File: config.mk
export PLATFORM = sky130hd
export DESIGN_NAME = direction_stepper
export DESIGN_NICKNAME = d
export VERILOG_FILES = /design/src/rtl/dir_pkg.sv /design/src/rtl/step_tick_gen.sv /design/src/rtl/direction_stepper.sv
export SDC_FILE = /design/constraint.sdc
export NUM_CORES = 1
export LEC_CHECK = 0
export ABC_CLOCK_PERIOD_IN_PS = 2400
export CAP_MARGIN = 10
export CORE_ASPECT_RATIO = 1.1
export CORE_MARGIN = 2
export CORE_UTILIZATION = 48
export DETAILED_ROUTE_END_ITERATION = 16
export PLACE_DENSITY = 0.85
export SKIP_CTS_REPAIR_TIMING = 1
export SLEW_MARGIN = 40
export SYNTH_ARGS = -nofsm -noshare
export SYNTH_HDL_FRONTEND = slang
export SYNTH_SLANG_ARGS = --single-unit
File: constraint.sdc
create_clock -name clk -period 2.4 [get_ports clk]
set_input_delay 0.24 -clock clk [delete_from_list [all_inputs] [get_ports clk]]
set_output_delay 0.24 -clock clk [all_outputs]
set_load 0.02 [all_outputs]
File: src/rtl/dir_pkg.sv
// dir_pkg: one-hot direction codes and mode type shared by the mux, stepper and display.
package dir_pkg;
    localparam logic [3:0] DIR_NONE  = 4'b0000;
    localparam logic [3:0] DIR_UP    = 4'b0001;
    localparam logic [3:0] DIR_DOWN  = 4'b0010;
    localparam logic [3:0] DIR_LEFT  = 4'b0100;
    localparam logic [3:0] DIR_RIGHT = 4'b1000;
    typedef enum logic {MODE_HOLD, MODE_LATCH} mode_t;
endpackage

File: src/rtl/step_tick_gen.sv
// step_tick_gen: free-running 0..STEP_DIV-1 counter with a one-cycle tick at the top count.
module step_tick_gen #(
    parameter int STEP_DIV = 4
) (
    input  logic clk,
    input  logic reset_n,
    output logic tick
);
    localparam int CW = $clog2(STEP_DIV);
    logic [CW-1:0] cnt;
    assign tick = cnt == CW'(STEP_DIV - 1);
    always_ff @(posedge clk or negedge reset_n)
        if (!reset_n) cnt <= '0;
        else          cnt <= tick ? '0 : cnt + CW'(1);
endmodule

File: src/rtl/direction_stepper.sv
// direction_stepper: synchronises the mux direction/mode word and steps a wrapping
// grid cursor once per tick along the effective heading (HOLD or LATCH mode).
module direction_stepper
    import dir_pkg::*;
#(
    parameter int GRID_W   = 8,
    parameter int GRID_H   = 8,
    parameter int STEP_DIV = 4,
    parameter int START_X  = 0,
    parameter int START_Y  = 0
) (
    input  logic                      clk,
    input  logic                      reset_n,
    input  logic [3:0]                direction_in,
    input  logic                      mode_switch_in,
    output logic [$clog2(GRID_W)-1:0] pos_x,
    output logic [$clog2(GRID_H)-1:0] pos_y,
    output logic                      mode_out,
    output logic [3:0]                heading_out,
    output logic                      step_pulse
);
    localparam int XW = $clog2(GRID_W);
    localparam int YW = $clog2(GRID_H);
    localparam logic [XW-1:0] X_MAX = XW'(GRID_W - 1);
    localparam logic [YW-1:0] Y_MAX = YW'(GRID_H - 1);

    logic [4:0]    sync1, sync2;
    logic          mode_prev, toggle, valid, tick, step;
    logic [3:0]    dir_s, latch, latch_n, heading_n;
    mode_t         mode_q, mode_n;
    logic [XW-1:0] x_n;
    logic [YW-1:0] y_n;

    step_tick_gen #(.STEP_DIV(STEP_DIV)) u_tick (.clk(clk), .reset_n(reset_n), .tick(tick));

    assign dir_s    = sync2[3:0];
    assign mode_out = mode_q;

    // A valid direction entering LATCH mode on the toggle cycle wins over the clear.
    always_comb begin
        toggle    = sync2[4] & ~mode_prev;
        valid     = $onehot(dir_s);
        mode_n    = toggle ? (mode_q == MODE_HOLD ? MODE_LATCH : MODE_HOLD) : mode_q;
        latch_n   = (valid && (!toggle || mode_n == MODE_LATCH)) ? dir_s : toggle ? DIR_NONE : latch;
        heading_n = mode_n == MODE_LATCH ? latch_n : valid ? dir_s : DIR_NONE;
        step      = tick && heading_out != DIR_NONE;
        x_n = heading_out == DIR_LEFT  ? (pos_x == '0 ? X_MAX : pos_x - XW'(1)) :
              heading_out == DIR_RIGHT ? (pos_x == X_MAX ? '0 : pos_x + XW'(1)) : pos_x;
        y_n = heading_out == DIR_UP    ? (pos_y == '0 ? Y_MAX : pos_y - YW'(1)) :
              heading_out == DIR_DOWN  ? (pos_y == Y_MAX ? '0 : pos_y + YW'(1)) : pos_y;
    end

    always_ff @(posedge clk or negedge reset_n)
        if (!reset_n) begin
            sync1       <= '0;
            sync2       <= '0;
            mode_prev   <= 1'b0;
            mode_q      <= MODE_HOLD;
            latch       <= DIR_NONE;
            heading_out <= DIR_NONE;
            pos_x       <= XW'(START_X);
            pos_y       <= YW'(START_Y);
            step_pulse  <= 1'b0;
        end else begin
            sync1       <= {mode_switch_in, direction_in};
            sync2       <= sync1;
            mode_prev   <= sync2[4];
            mode_q      <= mode_n;
            latch       <= latch_n;
            heading_out <= heading_n;
            step_pulse  <= step;
            if (step) begin
                pos_x <= x_n;
                pos_y <= y_n;
            end
        end
endmodule

==> Yosys cells after proc, flatten, opt, wreduce, memory -nomap -nowiden <==
Cells that the tools add are included.
{ "totals": {"reg_bits": 29, "in_bits": 7} }
{ "classes": {"add_sub_neg": 8, "eq_ne": 8, "mux": 15, "n_bitwise": 2, "reduce_logical": 11} }
{ "ops": {"columns": ["op", "n"], "rows": [
  ["$mux W3", 8],
  ["$mux W4", 4],
  ["$add A3 B1 Y3 const B", 2],
  ["$eq A3 B3 Y1 const B", 2],
  ["$logic_not A3 Y1", 2],
  ["$sub A3 B1 Y3 const B", 2],
  ["$add A1 B1 Y2", 2],
  ["$eq A4 B1 Y1 const B", 1],
  ["$eq A4 B2 Y1 const B", 1],
  ["$eq A4 B3 Y1 const B", 1],
  ["$eq A4 B4 Y1 const B", 1],
  ["$reduce_and A2 Y1", 2],
  ["$reduce_bool A2 Y1", 2],
  ["$reduce_bool A4 Y1", 1],
  ["$add A2 B2 Y3", 1],
  ["$eq A3 B1 Y1 const B", 1],
  ["$add A2 B1 Y2 const B", 1],
  ["$eq A2 B2 Y1 const B", 1],
  ["$logic_and A1 B1 Y1", 2],
  ["$mux W1", 2],
  ["$mux W2", 1],
  ["$and A1 B1 Y1", 1],
  ["$logic_not A1 Y1", 1],
  ["$logic_or A1 B1 Y1", 1],
  ["$not A1 Y1", 1]
]} }

==> Logic depth before layout (Yosys ltp) <==
{ "logic_depth": {"depth_word": 7, "mapped_depth": 8, "mapped_depth_nobuf": 8} }

==> Cells and area by module <==
A second synthesis with hierarchy kept.
{ "unflattened": {"cells_unflattened": 110, "hier_area_um2": 1351.3} }
{ "modules_own_cells": {"columns": ["mod", "n_inst", "cells_each", "area_each_um2", "seq_area_each_um2"], "rows": [
  ["direction_stepper", 1, 106, 1285.0, 675.6],
  ["step_tick_gen", 1, 4, 66.3, 50.0]
]} }

==> Worst setup path after synthesis <==
No wires, ideal clock.
{ "synth_timing": {"path_type": "register to register", "start": "reg sync2[0]", "end": "reg heading_out[2]", "setup_ns": 0.118, "arrival_time_ns": 2.282, "required_time_ns": 2.282, "setup_slack_ns": 0.000, "path_stages_with_launch": 9, "cell_sequence": "dfrtp_1 -> inv_1 -> fa_1 -> inv_1 -> ha_1 -> ha_1 -> nor4b_4 -> nand2b_1 -> a2bb2o_4"} }
{ "synth_via": {"elab_chain_len": 6, "word_cells_on_any_way": 7} }
{ "synth_rtl": {"columns": ["item", "line_no", "text"], "rows": [
  ["start, declared", "direction_stepper.sv:27", "logic [4:0] sync1, sync2;"],
  ["start signal, assigned", "direction_stepper.sv:66", "sync2 <= sync1;"],
  ["$add A1 B1 Y2 (not written as such) (*)", "direction_stepper.sv:42", "valid = $onehot(dir_s);"],
  ["$add A2 B2 Y3 (not written as such) (*)", "direction_stepper.sv:42", null],
  ["$eq A3 B1 Y1 (*)", "direction_stepper.sv:42", null],
  ["$logic_and A1 B1 Y1", "direction_stepper.sv:44", "latch_n = (valid && (!toggle || mode_n == MODE_LATCH)) ? dir_s : toggle ? DIR_NONE : latch;"],
  ["$mux W4", "direction_stepper.sv:44", null],
  ["$mux W4 (*)", "direction_stepper.sv:45", "heading_n = mode_n == MODE_LATCH ? latch_n : valid ? dir_s : DIR_NONE;"],
  ["net heading_n[2]", "direction_stepper.sv:29", "logic [3:0] dir_s, latch, latch_n, heading_n;"],
  ["end signal, assigned", "direction_stepper.sv:70", "heading_out <= heading_n;"],
  ["end, declared", "direction_stepper.sv:19", "output logic [3:0] heading_out,"]
]} }
Mark *: on every way through the listed nets, which the timed path passes. The rest lies on a longest branch.
A chain may end at the register's enable or synchronous reset.

==> Worst setup path after layout <==
Same ends and word-level chain as after synthesis.

==> run metrics <==
Yosys top cell by area=dfrtp_1; pwr dens=1060 mW/mm^2; Starting Density=between 40% and 50%; # rows=20; worst-skew pair later-pin latency=0.33 ns; vias post-DR=889; chip height=59.5 um; Die X=54.5 um; WP data required=2.63 ns; Max Freq=0.431 GHz; Crit Path Class=register to register; first-pass iteration count of the detailed router=4; via density per instance=5.26; CP Launch Type=register; outcome=complete, no violations; die area=0.00324 mm^2; top cells by area, synth=dfrtp_1 (54%), ha_1 (11%), mux2i_1 (6.0%); clk sinks=29; Yosys top cell area share=between 50% and 60%; cell area after placement=0.00159 mm^2; worst-margin pin slew=0.537 ns; dominant cell by count in the synthesized netlist=dfrtp_1; total power=approximately 1800 uW; synthesized area per cell=12.5 um^2; crit-path max FO=3; register area share after synthesis=54.0%; number of flops mapped to enable cells by yosys=0; Filler Cell Count=approximately 230; clk buf depth=2; Syn Nets=128; root buf cell=clkbuf_4; Post-Route WL=2290 um; setup violators final=0; WP data arrival=2.55 ns; Storage cell area=726 um^2; ANT nets after route=0; max-cap violations=0; design area=0.00166 mm^2; GRT overflow=0; FF+latch count, synth=29; antenna cells=0; final setup margin=approximately 0.081 ns; CTS tree=done; wire length per cell=13.5 um; fin crit period=approximately 2.3 ns; H-tree depth=2; TritonCTS buffer count=5; Port Buf Inserts=18; leakage power=roughly 0.00081 uW; max-slew violation count=0; IO Pins=19; top post-synthesis cells by count=dfrtp_1 (29), inv_1 (19), ha_1 (12); synthesized instance count=108; slowest stage delay, CP=0.53 ns; asr flop ratio synth=100%; largest net degree at the start of global routing=30; Synth Flop Type=dfrtp_1; CP cell instances=inv_1 > fa_1 > inv_1 > ha_1 > ha_1 > nor4b_4 > nand2b_4 > a2bb2o_4; CP endpoint kind=register; slowest CP cell=fa_1; fin crit share=96.6%; clk slew on worst S/H paths=0.10 ns; non-filler cells, final=169; Unique masters post-synth=21; Remaining DRCs=0; vias in the first global route=980; Hold WC Path Type=primary input to asynchronous set/reset pin; placed insts=161; multi-input logic area=552 um^2; Final GP Congestion=between 0.7 and 0.8; initial antenna violation count=0; maximum vdd drop=580 uV; first-pass GRT wire length=3960 um; Fin. Hold Viols=0; Area growth syn-to-layout=23.6%; YS warnings=0; Slew HR=about 64%; pre-CTS setup slack=0.0720 ns; Mapped Area=0.00135 mm^2; core area=0.00273 mm^2; Total GRT Usage=17.8%; Worst Skew=between 0.01 and 0.015 ns; share of cells above drive strength 1=approximately an eighth; First DRT Iteration DRCs=18; Final HPWL DP=1750 um; NumNets Final=between 150 and 200
-- routing by layer --
metal / vias to the layer above / track usage [%] / part of all wire, %
met3: 9 / 6.06 / 5.2
met1: 437 / 16.6 / 37
met4: 0 / 10.4 / 3.2
met5: - / 0 / 0
li1: 416 / - / -
met2: 27 / 32.4 / 54
-- power by group --
group / internal [uW] / switching, uW / leakage [uW]
clock: 170 / 161 / 0.0000413
combinational: 363 / 376 / 0.000415
sequential: 589 / 98.0 / 0.000356
-- path summary, 6_finish.rpt --
kind / startpoint / endpoint / slack (ns) / cells after the start
min in group clk: mode_switch_in / sync1[4] / 0.36 / 1
max reg2reg: sync2[0] / heading_out[2] / 0.08 / 8
min reg2reg: sync1[4] / sync2[4] / 0.36 / 0
max in group asynchronous: reset_n / latch[1] / 1.84 / 2
min: reset_n / step_pulse / 0.28 / 2
max: sync2[0] / heading_out[2] / 0.08 / 8
-- metrics by stage --
| stage | setup TNS [ns] | hold WS, ns | util, % |
|---|---|---|---|
| 6_report | 0 | 0.281 | 61.0 |
| 4_1_cts | 0 | 0.288 | 60.7 |
| 3_3_place_gp | 0 | 0.334 | 58.1 |
| 5_1_grt | -0.00304 | 0.317 | 61.0 |
| 2_1_floorplan | 0 | -0.0556 | - |
| 3_5_place_dp | 0 | 0.345 | 58.1 |
-- layout by cell type (no fill, tap or decap), types with 2 or more instances in the layout --
master           synthesis  layout
o2111a_1                 2       2
nand2b_1                 4       3
dfrtp_1                 29      29
o21ai_0                  4       4
mux2i_1                  8       8
o2111ai_1                2       2
clkbuf_4                 0       5
ha_1                    12      12
nor4b_2                  2       2
clkbuf_8                 0       2
inv_1                   19      19
buf_4                    0       3
nand2_1                  8       8
nand3_1                  2       2
xnor2_1                  2       2
o2bb2ai_1                3       3
nor2_1                   3       3
xor2_1                   2       2
clkdlybuf4s50_1          0      18
-- worst max-delay path, delay by kind of cell, from the launching register on --
family                     cells  cell delay (ns)
and+or+nand+nor                2             0.50
adders and majority gates      3             1.04
AOI/OAI and AO/OA              1             0.20
DFF                            1             0.37
buffers and inverters          2             0.12
-- registers in the layout (all words and copies together) (netlist names) --
signal / flops
mode_out: 1
u_tick.cnt: 2
pos_y: 3
step_pulse: 1
latch: 4
sync1: 5
heading_out: 4
sync2: 5
pos_x: 3
mode_prev: 1
-- kinds of logic after synthesis --
logic type	count (synthesis)	share of synthesized area (%)
multiplexers	8	5.95
XOR/XNOR	4	2.61
buffers and inverters	20	5.58
AND/OR/NAND/NOR	20	9.67
flip-flops	29	54.0
AO/OA/AOI/OAI	14	9.58
adder cells (fa/ha/maj)	13	12.7
-- area by class of cell --
| class | count | area share, % |
|---|---|---|
| sequential | 29 | 43.6 |
| multi-input combinational | 59 | 33.2 |
| timing repair buffer | 21 | 12.2 |
| inverter | 19 | 4.29 |
| clock buffer | 7 | 3.91 |
| tap | 33 | 2.48 |
| clock inverter | 1 | 0.301 |
Note: power is estimated with default switching activity, not from simulation.
